## config.mk

```make
export PLATFORM = sky130hd
export DESIGN_NAME = flash_word_reader_flat
export DESIGN_NICKNAME = d
export VERILOG_FILES = /design/src/rtl/flash_word_reader_if.sv /design/src/rtl/flash_word_reader.sv /design/src/flat_wrapper.sv
export SDC_FILE = /design/constraint.sdc
export NUM_CORES = 1
export LEC_CHECK = 0
export ABC_AREA = 1
export BUFFER_PORTS_ARGS = -buffer_cell sky130_fd_sc_hd__clkbuf_2
export CORE_ASPECT_RATIO = 1.4
export CORE_UTILIZATION = 40
export CTS_BUF_LIST = sky130_fd_sc_hd__clkbuf_4 sky130_fd_sc_hd__clkbuf_8
export CTS_CLUSTER_SIZE = 12
export DETAILED_ROUTE_END_ITERATION = 7
export SYNTH_ARGS = -nofsm -noshare
export SYNTH_HDL_FRONTEND = slang
export SYNTH_SLANG_ARGS = --single-unit
```

## constraint.sdc

```tcl
create_clock -name clk -period 1.81 [get_ports clk]
set_clock_uncertainty 0.2 [all_clocks]
set_input_delay 0.181 -clock clk [delete_from_list [all_inputs] [get_ports clk]]
set_output_delay 0.181 -clock clk [all_outputs]
set_load 0.02 [all_outputs]
```

## src/rtl/flash_word_reader_if.sv

```systemverilog
// rtl/flash_word_reader_if.sv - consumer handshake and SPI flash pins of the word reader
interface flash_word_reader_if;
  logic        start;
  logic [23:0] start_address;
  logic [23:0] word_count;
  logic        busy;
  logic [31:0] word_data;
  logic        word_valid;
  logic        word_ready;
  logic        done;
  logic        flash_clk;
  logic        flash_mosi;
  logic        flash_miso;
  logic        flash_cs;

  modport master (
    input  start, start_address, word_count, word_ready, flash_miso,
    output busy, word_data, word_valid, done, flash_clk, flash_mosi, flash_cs
  );

  modport slave (
    output start, start_address, word_count, word_ready, flash_miso,
    input  busy, word_data, word_valid, done, flash_clk, flash_mosi, flash_cs
  );
endinterface

```

## src/rtl/flash_word_reader.sv

```systemverilog
// rtl/flash_word_reader.sv - SPI mode-0 flash read engine streaming 32-bit little-endian words
module flash_word_reader #(
  parameter int STARTUP_WAIT = 1_000_000,
  parameter int CLK_DIV      = 1
) (
  input  logic               clk,
  input  logic               rst_n,
  flash_word_reader_if.master bus
);
  localparam int WAIT_W = (STARTUP_WAIT > 1) ? $clog2(STARTUP_WAIT + 1) : 1;
  localparam int DIV_W  = (CLK_DIV > 1) ? $clog2(CLK_DIV) : 1;
  localparam logic [DIV_W-1:0] DIV_LAST = DIV_W'(CLK_DIV - 1);

  typedef enum logic [2:0] {POWER_UP, IDLE, SEND, READ, WAIT_READY, FINISH} state_t;

  state_t             state_q;
  logic [WAIT_W-1:0]  wait_q;
  logic [DIV_W-1:0]   div_q;
  logic [5:0]         bit_q;
  logic [23:0]        cnt_q;
  logic [31:0]        shift_q;
  logic [31:0]        word_q;
  logic               valid_q;
  logic               done_q;
  logic               busy_q;
  logic               sclk_q;
  logic               cs_q;

  // mosi is the top of the command shifter; it drains to zero after the 32nd bit
  assign bus.flash_mosi = shift_q[31];
  assign bus.flash_clk  = sclk_q;
  assign bus.flash_cs   = cs_q;
  assign bus.busy       = busy_q;
  assign bus.done       = done_q;
  assign bus.word_valid = valid_q;
  assign bus.word_data  = word_q;

  always_ff @(posedge clk or negedge rst_n) begin
    if (!rst_n) begin
      state_q <= POWER_UP;
      wait_q  <= '0;
      div_q   <= '0;
      bit_q   <= '0;
      cnt_q   <= '0;
      shift_q <= '0;
      word_q  <= '0;
      valid_q <= 1'b0;
      done_q  <= 1'b0;
      busy_q  <= 1'b1;
      sclk_q  <= 1'b0;
      cs_q    <= 1'b1;
    end else begin
      done_q <= 1'b0;
      case (state_q)
        POWER_UP: begin
          if (int'(wait_q) >= STARTUP_WAIT - 1) begin
            state_q <= IDLE;
            busy_q  <= 1'b0;
          end else begin
            wait_q <= wait_q + WAIT_W'(1);
          end
        end
        IDLE: begin
          if (bus.start) begin
            if (bus.word_count == 24'd0) begin
              done_q <= 1'b1;
            end else begin
              state_q <= SEND;
              busy_q  <= 1'b1;
              cs_q    <= 1'b0;
              cnt_q   <= bus.word_count;
              shift_q <= {8'h03, bus.start_address};
              div_q   <= '0;
              bit_q   <= '0;
            end
          end
        end
        SEND: begin
          if (div_q != DIV_LAST) begin
            div_q <= div_q + DIV_W'(1);
          end else begin
            div_q <= '0;
            if (!sclk_q) begin
              sclk_q <= 1'b1;
            end else begin
              sclk_q  <= 1'b0;
              shift_q <= {shift_q[30:0], 1'b0};
              if (bit_q == 6'd31) begin
                state_q <= READ;
                bit_q   <= '0;
              end else begin
                bit_q <= bit_q + 6'd1;
              end
            end
          end
        end
        READ: begin
          if (div_q != DIV_LAST) begin
            div_q <= div_q + DIV_W'(1);
          end else begin
            div_q <= '0;
            if (!sclk_q) begin
              sclk_q <= 1'b1;
            end else begin
              // MSB-first within each byte, bytes placed little-endian
              sclk_q <= 1'b0;
              word_q[{bit_q[4:3], ~bit_q[2:0]}] <= bus.flash_miso;
              if (bit_q == 6'd31) begin
                state_q <= WAIT_READY;
                valid_q <= 1'b1;
                bit_q   <= '0;
              end else begin
                bit_q <= bit_q + 6'd1;
              end
            end
          end
        end
        WAIT_READY: begin
          if (bus.word_ready) begin
            valid_q <= 1'b0;
            cnt_q   <= cnt_q - 24'd1;
            div_q   <= '0;
            if (cnt_q == 24'd1) begin
              state_q <= FINISH;
              cs_q    <= 1'b1;
              done_q  <= 1'b1;
            end else begin
              state_q <= READ;
            end
          end
        end
        FINISH: begin
          state_q <= IDLE;
          busy_q  <= 1'b0;
        end
        default: begin
          state_q <= IDLE;
          busy_q  <= 1'b0;
        end
      endcase
    end
  end
endmodule

```

## src/flat_wrapper.sv

```systemverilog
// flat-port wrapper written by rule: the top's interface ports become plain ports
module flash_word_reader_flat 
#(
  parameter int STARTUP_WAIT = 1_000_000,
  parameter int CLK_DIV      = 1
)
  (clk, rst_n, bus_start, bus_start_address, bus_word_count, bus_word_ready, bus_flash_miso, bus_busy, bus_word_data, bus_word_valid, bus_done, bus_flash_clk, bus_flash_mosi, bus_flash_cs);
  flash_word_reader_if bus_i ();
  input  logic clk;
  input  logic rst_n;
  input wire logic [$bits(bus_i.start)-1:0] bus_start;
  input wire logic [$bits(bus_i.start_address)-1:0] bus_start_address;
  input wire logic [$bits(bus_i.word_count)-1:0] bus_word_count;
  input wire logic [$bits(bus_i.word_ready)-1:0] bus_word_ready;
  input wire logic [$bits(bus_i.flash_miso)-1:0] bus_flash_miso;
  output wire logic [$bits(bus_i.busy)-1:0] bus_busy;
  output wire logic [$bits(bus_i.word_data)-1:0] bus_word_data;
  output wire logic [$bits(bus_i.word_valid)-1:0] bus_word_valid;
  output wire logic [$bits(bus_i.done)-1:0] bus_done;
  output wire logic [$bits(bus_i.flash_clk)-1:0] bus_flash_clk;
  output wire logic [$bits(bus_i.flash_mosi)-1:0] bus_flash_mosi;
  output wire logic [$bits(bus_i.flash_cs)-1:0] bus_flash_cs;
  assign bus_i.start = bus_start;
  assign bus_i.start_address = bus_start_address;
  assign bus_i.word_count = bus_word_count;
  assign bus_i.word_ready = bus_word_ready;
  assign bus_i.flash_miso = bus_flash_miso;
  assign bus_busy = bus_i.busy;
  assign bus_word_data = bus_i.word_data;
  assign bus_word_valid = bus_i.word_valid;
  assign bus_done = bus_i.done;
  assign bus_flash_clk = bus_i.flash_clk;
  assign bus_flash_mosi = bus_i.flash_mosi;
  assign bus_flash_cs = bus_i.flash_cs;
  flash_word_reader #(.STARTUP_WAIT(STARTUP_WAIT), .CLK_DIV(CLK_DIV)) u_core (.clk(clk), .rst_n(rst_n), .bus(bus_i));
endmodule
```

==> impl_results.md <==
- Design area: 9830 µm²
- Distinct cells, synth: 37
- Total CTS buffers: 17
- Synth area leaders: dfrtp_1 (44%), nand2_1 (15%), nor2_1 (4.1%)
- Antenna Nets Post-Route: 0
- Clk sinks: 122
- Synth top area share: 43.7%
- WL final: 19.0 mm
- Largest area contributor in the netlist: dfrtp_1
- Number of synthesized register bits: 122
- DR vias/cell: 5.03
- Gr usage total: 20.9%
- Final Cycle Share: 100%
- Fmax: 0.550 GHz
- Ys flop type: dfrtp_1
- Grt met3 use: 3.54%
- Reg clk slew, reported paths: 80 ps
- Vias in the first global route: 6222
- Critical path launch point type: flip-flop
- 1st-pass router iterations: 5
- Worst setup EP type: flip-flop
- RSZ-0062 raised after global routing: yes
- Tmin final: 1820 ps
- Post-synth EDFFs: 0
- Clock root cell: clkbuf_8
- Starting Density: 40.9%
- Die width: 113 µm
- Fillers: 1507
- Status: finished with violations
- Cells after Synth: 878
- Pin count of the biggest net entering global routing: 67
- Syn Std Cell Area: 6880 µm²
- Worst Max-Slew Pin Slew: 584 ps
- Worst min path class: input pin to flip-flop
- Placed Cells: 1238
- Area growth from synthesis to layout: 43.0%
- DR DRC count: 0
- Overflow after GRT: 0
- Slew Limit Fails: 0
- WS Path Type: flip-flop to flip-flop
- Inserted Diodes: 0
- Post-Place Setup Slack: -217 ps
- Worst hold slack: 18.6 ps
- Max FO, Critical Path: 7
- Layer with the highest usage: met2
- Core area: 16800 µm²
- Max H-tree Level: 4
- Worst path required time: 1960 ps
- Initial drt markers: 330
- Power density cells: 588 nW/µm²
- Ys Warns: 0
- Via Count: 6750
- Max-cap violations: 0
- Final setup fails: 2
- GP Congestion: 0.827
- I/O Pins: 91
- Final Non-Filler Cells: 1343
- Pleak: 4.69 nW
- Worst-case clock buffer depth: 2
- Endpoints failing hold: 0
- TritonCTS clock tree: done
- Avg WL per Cell: 14.1 µm
- Setup WS post-layout: -7.36 ps
- Die area: 17700 µm²
- Mean Syn Cell Area: 7.83 µm²
- CP arrival: 1960 ps
- Hpwl dp: 12.1 mm
- Fin Setup TNS: -11.7 ps
- Sequential share of the synthesized area: 44.4%
- Met1 GRT Util: 25.1%
- Syn Nets: 938
- First-pass GRT wire length: 29.1 mm
- Async SR Flop Fraction: 100%
- Die span in y: 157 µm
- Register Area: 3060 µm²
- Max VDD drop: 0.000490 V
- Row count: 56
- GR Layer Usage met2: 36.6%
- Slew margin rel.: 60.9%
- Initial antenna violation count: 0
- Failing checks: negative setup slack
- Clk Latency, worst-skew pair: 460 ps
- Layout cells sized above 1: 31.5%
- Port bufs: 90
- Multi-input logic area: 3700 µm²
- Area after DPL: 8260 µm²
- NumNets Final: 1187
[placed cells by master (no fill, tap or decap), types with 5 or more instances in the layout]
cell type      instances
clkbuf_16              7
xor2_1                16
nand2_2               28
dlygate4sd3_1         48
buf_4                 95
nand2_1              239
buf_12                13
o21ai_2                6
nand4_1               13
nor2_4                14
inv_1                 52
nor3_1                 8
clkbuf_8              18
mux2i_1               27
nand3_1               45
buf_6                  7
o21ai_1               45
clkbuf_2              89
dfrtp_1              116
nand3b_1               5
nor3_2                 8
a31oi_1               33
inv_2                  9
nor2_1                56
nand2_4               10
a21oi_1               37
inv_6                  6
nor2_2                17
o21ai_0               26
[report_power, final]
part           internal, mW  switching [mW]
Sequential             2.75          0.0250
Clock                  1.31            1.20
Combinational         0.246           0.252
Total                  4.30            1.48
[final timing paths]
check | startpoint | endpoint | slack, ps | cells past startpoint
setup reg to reg | u_core.state_q[0] | u_core.shift_q[12] | -7 | 9
hold reg to reg | u_core.bus.flash_cs | u_core.bus.flash_cs | 290 | 2
hold / removal | bus_word_count[19] | u_core.cnt_q[19] | 20 | 6
setup / recovery | u_core.state_q[0] | u_core.shift_q[12] | -7 | 9
max in group asynchronous | rst_n | u_core.bus.flash_clk | 340 | 3
min in group asynchronous | rst_n | u_core.bus.word_data[4] | 90 | 3
[critical path: stages, from the launching register on]
cell and delay, ps:
dfrtp_1 410, buf_4 160, inv_1 190, nand2_8 100
nand2_4 80, nand4_4 110, buf_12 180, clkbuf_16 150
nand2_1 60, o21ai_1 70
[cells by family (layout without fill, tap and decap cells)]
group	Yosys count	after routing	synth area share [%]
compound gates	153	154	12.3
fa+ha+maj	7	7	1.27
buf+inv	96	356	6.68
flops	122	122	44.4
xor+xnor	20	20	2.55
mux	27	27	3.93
simple gates	453	454	28.9
[what timing repair did]
item,4_1_cts,5_1_grt
pin swaps,0,20
setup buffers,0,15
setup endpoints to repair,32,91
hold buffers,48,0
cloned,0,10
resized for setup,4,106
hold endpoints to repair,169,0
[Yosys cell counts, types with 2 or more instances]
cell	instances
ha_1	7
nor2_4	6
inv_2	6
dfrtp_1	120
o21bai_1	2
xnor2_1	4
a21oi_1	37
a21boi_0	2
buf_6	7
o21ai_1	42
nand2_2	3
o21ai_2	6
nand3b_1	5
nand2_4	4
mux2i_1	27
nand3_1	47
xor2_1	16
inv_4	2
nor2_1	76
nor3_1	11
buf_2	12
buf_4	7
nand2_1	273
dfstp_2	2
nand4_1	13
nor2_2	5
o21ai_0	29
inv_1	57
nor3_2	6
clkbuf_1	5
a31oi_1	33
[metrics by stage]
| step | utilization (%) | total power [mW] |
|---|---|---|
| 2_1_floorplan | - | 2.98 |
| 3_3_place_gp | 49.1 | 3.22 |
| 3_5_place_dp | 49.1 | 3.22 |
| 4_1_cts | 54.5 | 5.81 |
| 5_1_grt | 58.5 | 6.01 |
| 6_report | 58.5 | 5.78 |
[cell type report]
| type | instances | share of cell area, % |
|---|---|---|
| well taps | 203 | 2.58 |
| clock inverters | 12 | 1.44 |
| flip-flops and latches | 122 | 31.1 |
| multi-input cells | 662 | 37.6 |
| clock buffers | 20 | 2.67 |
| inverters | 65 | 2.66 |
| repair buffers | 259 | 21.9 |
[registers in the layout, summed over array words and instances (netlist names)]
signal and cells:
u_core.bus.word_data 32, u_core.shift_q 32, u_core.cnt_q 24, u_core.wait_q 20
u_core.bit_q 6, u_core.state_q 3, u_core.bus.busy 1, u_core.bus.done 1
u_core.bus.flash_clk 1, u_core.bus.flash_cs 1, u_core.bus.word_valid 1
[per-layer routing]
layer / wire, µm / vias to the layer above / part of all wire, %
li1: - / 3397 / -
met1: 7960 / 3147 / 42
met4: 570 / 0 / 3.0
met5: 0 / - / 0
met2: 9590 / 166 / 51
met3: 824 / 40 / 4.3
Note: power is estimated with default switching activity, not from simulation.
